==> src/rtl/tetris_vga_render_if.sv <==
// Video-side bundle for the Tetris VGA renderer.
// Ports: display_array (game->renderer), hsync/vsync/rgb/frame_start (renderer->display).
`timescale 1ns/1ps
interface tetris_vga_render_if;
  logic [21:0][9:0] display_array;
  logic             hsync;
  logic             vsync;
  logic [11:0]      rgb;
  logic             frame_start;

  modport master (
    output display_array,
    input  hsync, vsync, rgb, frame_start
  );

  modport slave (
    input  display_array,
    output hsync, vsync, rgb, frame_start
  );
endinterface

==> src/rtl/tetris_vga_render.sv <==
// 640x480@60 VGA renderer for a 10x20 Tetris playfield, framed from a per-frame snapshot.
// Ports: clk (25 MHz), reset (async, active-high), vga (slave: display_array in;
//   hsync/vsync active-low, rgb {R4,G4,B4}, frame_start pulse out).
// Optional: define TETRIS_VGA_GRID_LINES_EN to draw LINE_RGB on cell borders.
`timescale 1ns/1ps
module tetris_vga_render #(
  parameter logic [11:0] FILL_RGB  = 12'hF80,
  parameter logic [11:0] EMPTY_RGB = 12'h111,
  parameter logic [11:0] BG_RGB    = 12'h000,
  parameter logic [11:0] LINE_RGB  = 12'h444
) (
  input  logic clk,
  input  logic reset,
  tetris_vga_render_if.slave vga
);

  logic [9:0] hcnt_q, hcnt_d;
  logic [9:0] vcnt_q, vcnt_d;
  logic [4:0] cph_q, cph_d;
  logic [3:0] col_q, col_d;
  logic [4:0] rph_q, rph_d;
  logic [4:0] row_q, row_d;
  logic [19:0][9:0] snap_q;

  logic snap_tick;
  logic hs_raw, vs_raw;
  logic pf_d, act_d, cell_d;

  logic pf1_q, act1_q, cell1_q, hs1_q, vs1_q;
  logic [11:0] rgb_d, rgb_q;
  logic hs2_q, vs2_q;

  always_comb begin
    hcnt_d = (hcnt_q == 10'd799) ? 10'd0 : hcnt_q + 10'd1;
    vcnt_d = vcnt_q;
    if (hcnt_q == 10'd799)
      vcnt_d = (vcnt_q == 10'd524) ? 10'd0 : vcnt_q + 10'd1;
  end

  // Phase/index counters track the pixel the counters point at;
  // they are re-armed one pixel/line before the playfield edge.
  always_comb begin
    cph_d = cph_q;
    col_d = col_q;
    if (hcnt_q == 10'd219) begin
      cph_d = 5'd0;
      col_d = 4'd0;
    end else if (cph_q == 5'd19) begin
      cph_d = 5'd0;
      if (col_q != 4'd9)
        col_d = col_q + 4'd1;
    end else begin
      cph_d = cph_q + 5'd1;
    end
  end

  always_comb begin
    rph_d = rph_q;
    row_d = row_q;
    if (hcnt_q == 10'd799) begin
      if (vcnt_q == 10'd39) begin
        rph_d = 5'd0;
        row_d = 5'd0;
      end else if (rph_q == 5'd19) begin
        rph_d = 5'd0;
        if (row_q != 5'd19)
          row_d = row_q + 5'd1;
      end else begin
        rph_d = rph_q + 5'd1;
      end
    end
  end

  always_ff @(posedge clk or posedge reset) begin
    if (reset) begin
      hcnt_q <= '0;
      vcnt_q <= '0;
      cph_q  <= '0;
      col_q  <= '0;
      rph_q  <= '0;
      row_q  <= '0;
    end else begin
      hcnt_q <= hcnt_d;
      vcnt_q <= vcnt_d;
      cph_q  <= cph_d;
      col_q  <= col_d;
      rph_q  <= rph_d;
      row_q  <= row_d;
    end
  end

  assign snap_tick = (hcnt_q == 10'd0) && (vcnt_q == 10'd480);

  // Snapshot is taken in vertical blanking, so a frame never tears.
  always_ff @(posedge clk or posedge reset) begin
    if (reset)
      snap_q <= '0;
    else if (snap_tick)
      snap_q <= vga.display_array[19:0];
  end

  always_comb begin
    hs_raw = !((hcnt_q >= 10'd656) && (hcnt_q <= 10'd751));
    vs_raw = !((vcnt_q >= 10'd490) && (vcnt_q <= 10'd491));
    act_d  = (hcnt_q < 10'd640) && (vcnt_q < 10'd480);
    pf_d   = (hcnt_q >= 10'd220) && (hcnt_q <= 10'd419) &&
             (vcnt_q >= 10'd40)  && (vcnt_q <= 10'd439);
    cell_d = snap_q[row_q][col_q];
  end

`ifdef TETRIS_VGA_GRID_LINES_EN
  logic line_d, line1_q;
  assign line_d = (cph_q == 5'd0) || (rph_q == 5'd0);
  always_ff @(posedge clk or posedge reset) begin
    if (reset)
      line1_q <= 1'b0;
    else
      line1_q <= line_d;
  end
`endif

  always_ff @(posedge clk or posedge reset) begin
    if (reset) begin
      pf1_q   <= 1'b0;
      act1_q  <= 1'b0;
      cell1_q <= 1'b0;
      hs1_q   <= 1'b1;
      vs1_q   <= 1'b1;
    end else begin
      pf1_q   <= pf_d;
      act1_q  <= act_d;
      cell1_q <= cell_d;
      hs1_q   <= hs_raw;
      vs1_q   <= vs_raw;
    end
  end

  always_comb begin
    rgb_d = 12'h000;
    if (act1_q) begin
      if (!pf1_q)
        rgb_d = BG_RGB;
`ifdef TETRIS_VGA_GRID_LINES_EN
      else if (line1_q)
        rgb_d = LINE_RGB;
`endif
      else if (cell1_q)
        rgb_d = FILL_RGB;
      else
        rgb_d = EMPTY_RGB;
    end
  end

  always_ff @(posedge clk or posedge reset) begin
    if (reset) begin
      rgb_q <= '0;
      hs2_q <= 1'b1;
      vs2_q <= 1'b1;
    end else begin
      rgb_q <= rgb_d;
      hs2_q <= hs1_q;
      vs2_q <= vs1_q;
    end
  end

  assign vga.rgb         = rgb_q;
  assign vga.hsync       = hs2_q;
  assign vga.vsync       = vs2_q;
  assign vga.frame_start = snap_tick;

  // Rows 20-21 are hidden spawn rows and never rendered.
  logic unused_ok;
`ifdef TETRIS_VGA_GRID_LINES_EN
  assign unused_ok = ^vga.display_array[21:20];
`else
  assign unused_ok = ^{vga.display_array[21:20], LINE_RGB};
`endif

endmodule

==> src/flat_wrapper.sv <==
// flat-port wrapper written by rule: the top's interface ports become plain ports
module tetris_vga_render_flat 
#(
  parameter logic [11:0] FILL_RGB  = 12'hF80,
  parameter logic [11:0] EMPTY_RGB = 12'h111,
  parameter logic [11:0] BG_RGB    = 12'h000,
  parameter logic [11:0] LINE_RGB  = 12'h444
)
  (clk, reset, vga_display_array, vga_hsync, vga_vsync, vga_rgb, vga_frame_start);
  tetris_vga_render_if vga_i ();
  input  logic clk;
  input  logic reset;
  input wire logic [$bits(vga_i.display_array)-1:0] vga_display_array;
  output wire logic [$bits(vga_i.hsync)-1:0] vga_hsync;
  output wire logic [$bits(vga_i.vsync)-1:0] vga_vsync;
  output wire logic [$bits(vga_i.rgb)-1:0] vga_rgb;
  output wire logic [$bits(vga_i.frame_start)-1:0] vga_frame_start;
  assign vga_i.display_array = vga_display_array;
  assign vga_hsync = vga_i.hsync;
  assign vga_vsync = vga_i.vsync;
  assign vga_rgb = vga_i.rgb;
  assign vga_frame_start = vga_i.frame_start;
  tetris_vga_render #(.FILL_RGB(FILL_RGB), .EMPTY_RGB(EMPTY_RGB), .BG_RGB(BG_RGB), .LINE_RGB(LINE_RGB)) u_core (.clk(clk), .reset(reset), .vga(vga_i));
endmodule
==> config.mk <==
export PLATFORM = sky130hd
export DESIGN_NAME = tetris_vga_render_flat
export DESIGN_NICKNAME = d
export VERILOG_FILES = /design/src/rtl/tetris_vga_render_if.sv /design/src/rtl/tetris_vga_render.sv /design/src/flat_wrapper.sv
export SDC_FILE = /design/constraint.sdc
export NUM_CORES = 1
export LEC_CHECK = 0
export ABC_AREA = 1
export ABC_CLOCK_PERIOD_IN_PS = 30800
export BUFFER_PORTS_ARGS = -buffer_cell sky130_fd_sc_hd__buf_2
export CORE_MARGIN = 2
export CORE_UTILIZATION = 60
export DETAILED_ROUTE_END_ITERATION = 8
export PLACE_DENSITY = 0.86
export SYNTH_ARGS = -nofsm -noshare
export SYNTH_HDL_FRONTEND = slang
export SYNTH_SLANG_ARGS = --single-unit
==> constraint.sdc <==
create_clock -name clk -period 30.8 [get_ports clk]
set_clock_uncertainty 0.05 [all_clocks]
set_input_delay 9.24 -clock clk [delete_from_list [all_inputs] [get_ports clk]]
set_output_delay 9.24 -clock clk [all_outputs]
set_load 0.1 [all_outputs]
---- Word level (Yosys, flattened, before mapping) ----
Index checks and enable logic that the tools add are counted.
word-level totals
  bits in latches ......................... 0
  RAM bits ................................ 0
  flip-flop bits (word level) ............. 258
  output and inout bits ................... 15
  memories kept ........................... 0
  logic and storage cells ................. 96
  memory bits (read-only) ................. 0
operators by class
  muxes and demuxes ....................... 19
  multipliers ............................. 0
  shift-type cells ........................ 0
  divide/modulo/power cells ............... 0
  magnitude comparators ................... 12
  $add $sub $neg .......................... 6
  equal/unequal tests ..................... 9
  bitwise logic cells ..................... 0
  reductions and logical operators ........ 16
operators with widths
  cell                                                                 count
  binary-select mux 10 bit (select 5 bit)                              1
  2-to-1 mux 12 bit                                                    3
  2-to-1 mux 5 bit                                                     7
  less-or-equal comparator 10 x 9 -> 1 bit (second input constant)     3
  2-to-1 mux 10 bit                                                    3
  adder 10 x 1 -> 10 bit (second input constant)                       2
  == test 10 bit (second input constant)                               2
  adder 5 x 1 -> 5 bit (second input constant)                         3
  2-to-1 mux 4 bit                                                     3
  == test 10 x 6 -> 1 bit (second input constant)                      1
  == test 10 x 8 -> 1 bit (second input constant)                      1
  == test 10 x 9 -> 1 bit (second input constant)                      1
  == test 5 bit (second input constant)                                2
  greater-or-equal comparator 10 bit (second input constant)           1
  greater-or-equal comparator 10 x 6 -> 1 bit (second input constant)  1
  greater-or-equal comparator 10 x 8 -> 1 bit (second input constant)  1
  greater-or-equal comparator 10 x 9 -> 1 bit (second input constant)  1
  less-or-equal comparator 10 bit (second input constant)              1
  zero test 10 bit                                                     1
  < comparator 10 bit (second input constant)                          1
  < comparator 10 x 9 -> 1 bit (second input constant)                 1
  nonzero test 2 bit                                                   4
  logical AND 1 bit                                                    7
  < comparator 5 x 6 -> 1 bit (second input constant)                  1
  other kinds (9)                                                      10

---- Longest topological paths before layout ----
Gate-level depths: netlist of the first run.
  depth after elaboration ................. 4
  gate-level depth with buffers ........... 14

---- Worst setup path before layout of the first run ----
OpenSTA, ideal clock, no wires.
  path type ............................... reg-to-output
  from .................................... reg u_core.hcnt_q[0]
  to ...................................... out vga_frame_start
  setup slack ............................. 19.881 ns
  stages on the path, launching flop included .. 9
  data arrival time ....................... 1.629 ns
  buffers on the path ..................... 2
  path through ............................ dfrtp_1 inv_1 ha_1 nand3_1 nor4_1 nand3_2 inv_2 buf_6 buf_4
on the way
  word-level cells in the longest chain between the ends .. 2
RTL lines
  what                      RTL line                 RTL
  start: declaration        tetris_vga_render.sv:17  logic [9:0] hcnt_q, hcnt_d;
  start signal: assignment  tetris_vga_render.sv:83  hcnt_q <= hcnt_d;
  zero test 10 bit          tetris_vga_render.sv:92  assign snap_tick = (hcnt_q == 10'd0) && (vcnt_q == 10'd480);
  logical AND 1 bit         tetris_vga_render.sv:92
  end: declaration          flat_wrapper.sv:17       output wire logic [$bits(vga_i.frame_start)-1:0] vga_frame_start;
Every way passes these cells.

---- Worst setup path after layout of the first run ----
Same ends and word-level chain as after synthesis.

==> metrics.md, run 1 <==
| Metric | Value |
|---|---|
| Worst vdd rail ir drop | `59.1 uV` |
| Power per cell area | `47.3 nW/um2` |
| Crit path launch type | `register` |
| HP Class | `register to register` |
| GR Overflow Total | `0` |
| First-pass GRT wire length | `49500 um` |
| Worst skew pair latency | `0.53 ns` |
| Setup_tns | `0 ns` |
| Core Box Area | `20100 um2` |
| Top cell type's share of synthesized area | `50.2%` |
| Clock Root Buffer | `clkbuf_16` |
| CP arrival | `3.70 ns` |
| Pin count of the biggest net entering global routing | `185` |
| PnR Total Power | `0.665 mW` |
| Status | `finished clean` |
| Crit. End Element | `primary output` |
| CTS Sinks | `249` |
| Total CTS buffers | `27` |
| RSZ-0062 raised after global routing | `no` |
| R2R Setup Slk | `26.73 ns` |
| Global-route total usage across every layer | `28.3%` |
| Met1 Routed Length | `13200 um` |
| Clock buffer depth | `3` |
| Die H | `147 um` |
| Most frequent cells in the layout | `nand2_1 (644), dfrtp_1 (243), buf_2 (211)` |
| Worst R2R Path Depth | `9` |
| Max-slew violations | `0` |
| Min cycle time layout | `12.99 ns` |
| Crit Path Category | `register to primary output` |
| Mapped Cells | `1607` |
| Drt pass-1 iters | `5` |
| Max Cap Viol | `0` |
| DR WL met3 | `2130 um` |
| CTS tree | `yes` |
| Yosys warns | `0` |
| Antenna Violating Nets Remaining | `0` |
| Worst r2r src | `u_core.hcnt_q[0]` |
| Die X | `147 um` |
| Final WL | `30400 um` |
| PostCTS Resize Cnt | `0` |
| Max layer used | `met4` |
| Number of distinct library cells after synthesis | `38` |
| Post-CTS Setup Bufs | `0` |
| Final setup violation count | `0` |
| Clock slew at reported path FFs | `0.06 ns` |
| Layout cells sized above 1 | `15.9%` |
| Detailed Route Iter0 Violations | `1010` |
| Top cells by area, synth | `dfrtp_1 (50%), nand2_1 (20%), inv_1 (5.1%), o21ai_1 (3.9%), o21ai_0 (3.4%)` |
| Worst Setup SP | `u_core.hcnt_q[0]` |
| Routed length per instance | `14.8 um` |
| Fmax | `77.0 MHz` |
| Initial antenna violation count | `1` |
| Tightest Pin Transition | `1.03 ns` |
| H-Tree Depth | `1` |
| Final net count | `1998` |
| Area Growth Syn to Fin | `15.2%` |
| Initial Util | `60.7%` |
| Row count | `52` |
| Vias in the first global route | `10300` |
| Final Hold Vio Count | `0` |
| Via count | `10900` |
| End of the critical path | `vga_frame_start` |
| Mean post-synth cell area | `7.60 um2` |
| Post-cts hold buffer count | `0` |
| Num ports | `237` |
| Crit path required time | `21.51 ns` |
| Routed length on met2 | `14200 um` |
| Leak pwr | `6.93 nW` |
| Netlist Area Pre-Place | `12200 um2` |
| Mean number of vias per cell | `5.30` |
| Buffers on Ports | `211` |
| Period utilisation layout | `42.2%` |
| # DRC | `0` |
| Max transition margin | `31.3%` |
| RR Endpoint | `u_core.snap_q[50]` |
| Post-DP HPWL | `20200 um` |
| Register bit total from synthesis | `249` |
| RePlAce Congestion | `0.890` |
| Seq/Total Area, Yosys | `51.1%` |
| DIE AREA | `21500 um2` |
| Commonest non-fill, non-tap cell in the layout | `nand2_1` |
| Largest fanout on the critical path | `184` |
| Synth area leader | `dfrtp_1` |
## cell families (layout without fill, tap and decap cells)
family          Yosys count  after routing  synth area share (%)
xor+xnor                 10             10                 0.718
other cells               1              8                0.0307
compound gates          232            232                  10.1
fa+ha+maj                 9              9                 0.923
simple gates            845            845                  27.7
flops                   249            249                  51.1
buf+inv                 261            435                  9.39
## synthesized netlist by cell type
library cell  instances
clkbuf_1             28
inv_1               166
nor3b_1               1
a21oi_1              17
clkinv_1              1
nor4_2                2
a311oi_1              1
buf_4                33
nand3_2               2
o21ai_1              95
a211oi_1              4
nand4_2               1
buf_2                28
o211ai_1             13
o21ai_0              82
xor2_1                7
o22ai_1              15
nor4_1                7
dfstp_2               4
buf_1                 2
buf_6                 1
dfrtp_1             245
xnor2_1               3
nand2_1             644
inv_2                 2
nor2_1               93
nand3_1              67
ha_1                  9
a2111oi_0             1
nor3_1               15
conb_1                1
or2_2                 2
nor2_2                4
nand4_1               6
a31oi_1               2
o21a_1                1
nor4_4                1
o311ai_0              1
## stage by stage
stage                     hold WS (ns)  utilization, %  instances  setup WS (ns)  cell area [um2]
final                            0.305            69.9       2058          17.81            14100
after global placement           0.298            65.6       2008          18.43            13200
after detailed placement         0.297            65.6       2008          18.32            13200
after global routing             0.309            69.9       2056          17.57            14100
after CTS                        0.305            69.9       2055          17.76            14100
after floorplan                  0.295               -       1611          14.67            12200
## final cells by class
class                      instances  area, um2
sequential                       249       6240
multi-input combinational       1101       4850
clock buffer                      39        791
antenna                            3       7.51
timing repair buffer             219       1120
fill                            1622       6040
clock inverter                     8       71.3
inverter                         169        649
tap                              270        338
## critical path: stages (launching register included)
cell	delay [ns]
dfrtp_1	0.40
inv_1	0.08
ha_1	0.15
nand3_1	0.07
nor4_1	0.43
nand3_4	0.56
inv_8	0.89
buf_2	0.57
## power breakdown
part / switching [mW] / internal [mW]
Clock: 0.129 / 0.186
Sequential: 0 / 0.327
Combinational: 0.0138 / 0.00904
## sequential cells by signal (all words and copies together) (netlist names), 3 cells and up
register and flops:
u_core.rph_q 5, u_core.vcnt_q 10, u_core.snap_q 200, u_core.hcnt_q 10, u_core.vga.rgb 3, u_core.row_q 5
u_core.cph_q 5, u_core.col_q 4
## how the worst min path moves through the flow
stage | start | cells after the start | end
finish | u_core.hs1_q | 0 | u_core.vga.hsync
global route | u_core.vs1_q | 0 | u_core.vga.vsync
CTS | u_core.hs1_q | 0 | u_core.vga.hsync
detailed placement | u_core.hs1_q | 0 | u_core.vga.hsync
global placement | u_core.hs1_q | 0 | u_core.vga.hsync
floorplan | u_core.hs1_q | 0 | u_core.vga.hsync
## routing by layer
layer,GRT usage (%),vias up
met5,0,-
met4,9.37,0
met3,4.03,61
met2,46.2,400
met1,39.5,5099
li1,-,5342
(Power assumes the default switching activity.)
==> run 2, diff against run 1 <==
Settings changed: ABC_CLOCK_PERIOD_IN_PS 30800 to 12000, CORE_UTILIZATION 60 to 56, PLACE_DENSITY 0.86 to 0.81.
Clock period 30.8 ns to 12 ns, I/O delays scaled along.
==> metrics.md, run 2 (synthesis gave the netlist of run 1 again) <==
| Metric | Value |
|---|---|
| Layer carrying the most global-route usage | `met2` |
| Clock slew at reported path FFs | `0.06 ns (about the same)` |
| Pin count of the biggest net entering global routing | `186 (+0.54%)` |
| Total CTS buffers | `27 (unchanged)` |
| Layout cells sized above 1 | `16.0% (+0.10 points)` |
| DIE AREA | `23000 um2 (+6.9%)` |
| Power per cell area | `125 nW/um2 (+160%)` |
| Register area | `6240 um2 (unchanged)` |
| Core Box Area | `21600 um2 (+7.5%)` |
| Antenna Violating Nets Remaining | `0 (unchanged)` |
| Detailed Route Iter0 Violations | `605 (-40%)` |
| Final core utilization | `65.4% (-4.5 points)` |
| CP max stage delay | `0.66 ns (-0.23 ns)` |
| Most frequent cells in the layout | `nand2_1 (644), dfrtp_1 (243), buf_2 (211)` |
| Worst r2r src | `u_core.hcnt_q[0]` |
| Min cycle time layout | `6.69 ns` |
| Worst hold start | `u_core.hs1_q` |
| Top Registers | `u_core.snap_q: 200 flops, u_core.hcnt_q: 10 flops, u_core.vcnt_q: 10 flops` |
| Initial antenna violation count | `1 (unchanged)` |
| Post-cts hold buffer count | `0 (unchanged)` |
| Final Hold Vio Count | `0 (unchanged)` |
| Tightest Pin Transition | `1.16 ns (+0.132 ns)` |
| Clock Root Buffer | `clkbuf_16` |
| Global-route total usage across every layer | `26.9% (-1.4 points)` |
| H-Tree Depth | `1 (unchanged)` |
| Grt met3 use | `3.38% (-0.65 points)` |
| Buffers on Ports | `211 (unchanged)` |
| Status | `finished clean` |
| CP cell instances | `inv_1 > ha_1 > nand3_1 > nor4_1 > nand3_4 > inv_8 > buf_2` |
| Crit Path Category | `register to primary output` |
| Routed length per instance | `15.0 um (+1.8%)` |
| Finished Cell Area | `14100 um2 (+0.59%)` |
| Clock buffer depth | `3 (unchanged)` |
| Die X | `152 um (+3.4%)` |
| Period utilisation layout | `55.8%` |
| Leak pwr | `6.96 nW (+0.41%)` |
| Slowest CP cell | `inv_8` |
| # DRC | `0 (unchanged)` |
| Commonest non-fill, non-tap cell in the layout | `nand2_1` |
| RePlAce Congestion | `0.879 (-1.3%)` |
| Largest fanout on the critical path | `185 (+0.54%)` |
| Crit path required time | `8.35 ns (-13.16 ns)` |
| PostCTS Resize Cnt | `0 (unchanged)` |
| Final setup violation count | `0 (unchanged)` |
| Crit path launch type | `register` |
| Setup_tns | `0 ns (unchanged)` |
| PnR Total Power | `1.77 mW (+170%)` |
| Row count | `54 (+3.8%)` |
| First-pass GRT wire length | `49500 um (about the same)` |
| Initial Util | `56.5% (-4.3 points)` |
| Hold slack | `0.308 ns (+0.00321 ns)` |
| Final net count | `1998 (unchanged)` |
| Num ports | `237 (unchanged)` |
| Die H | `152 um (+3.4%)` |
| Fill cell count | `1833 (+13%)` |
| CTS tree | `yes` |
| Max-slew violations | `0 (unchanged)` |
| GR Overflow Total | `0 (unchanged)` |
| Worst skew pair latency | `0.54 ns (about the same)` |
| Largest Register | `u_core.snap_q` |
| Post-CTS Setup Bufs | `0 (unchanged)` |
| Multi-input logic area | `4850 um2 (unchanged)` |
| R2R Setup Slk | `8.60 ns (-18.13 ns)` |
| Max transition margin | `22.5% (-8.8 points)` |
| Crit. End Element | `primary output` |
| Mean number of vias per cell | `5.22 (-1.5%)` |
| Area after DPL | `13200 um2 (about the same)` |
| Drt pass-1 iters | `5 (unchanged)` |
| Post-DP HPWL | `20300 um (+0.61%)` |
| M2 GR Usage | `45.2% (-1.0 points)` |
| Via count | `10800 (-0.98%)` |
| HP Class | `register to register` |
| Largest register FFs | `200 (unchanged)` |
| Vias in the first global route | `10200 (-1.1%)` |
| CTS Sinks | `249 (unchanged)` |
| RSZ-0062 raised after global routing | `no` |
| Grt met1 use | `36.6% (-2.8 points)` |
| Final WL | `31100 um (+2.3%)` |
| Area Growth Syn to Fin | `15.9%` |
| Fmax | `149 MHz` |
| Worst vdd rail ir drop | `108 uV (+83%)` |
| Max Cap Viol | `0 (unchanged)` |
| Worst Setup SP | `u_core.hcnt_q[0]` |
| CP arrival | `3.04 ns (-0.66 ns)` |
## run 2: where the power goes
group,internal [mW],leakage (nW),switching [mW]
registers,0.840,2.38,0
clock network,0.534,0.461,0.334
logic,0.0232,4.12,0.0353
total,1.40,6.96,0.369
## run 2: final cells by class
cell class / count / area share [%]
flip-flops and latches: 249 / 44.1
well taps: 280 / 2.48
inverters: 169 / 4.59
clock buffers: 37 / 5.47
multi-input cells: 1101 / 34.3
clock inverters: 11 / 1.14
diodes: 2 / 0.0354
repair buffers: 219 / 7.89
## run 2: metrics by stage
stage / std cells / worst slack, ns
2_1_floorplan: 1611 / 1.51
3_3_place_gp: 2018 / 5.89
3_5_place_dp: 2018 / 5.84
4_1_cts: 2066 / 5.27
5_1_grt: 2067 / 5.14
6_report: 2068 / 5.31
## run 2: layer usage
metal	up-vias	routed length [um]
met2	353	14900
met3	54	1940
met5	-	0
met1	5044	13400
met4	0	834
li1	5344	-
## run 2: critical path, delay by kind of cell (launching register included)
kind | cells | cell delay, ns
simple gates | 3 | 0.62
flops | 1 | 0.40
fa+ha+maj | 1 | 0.16
buf+inv | 3 | 1.31
## run 2: worst paths after layout
| check | endpoint | depth (start not counted) |
|---|---|---|
| hold / removal | u_core.vga.hsync | 0 |
| max in group asynchronous | u_core.vga.rgb[10] | 4 |
| min in group asynchronous | u_core.snap_q[186] | 2 |
| hold reg to reg | u_core.vga.hsync | 0 |
| setup / recovery | vga_frame_start | 7 |
| setup reg to reg | u_core.snap_q[125] | 9 |
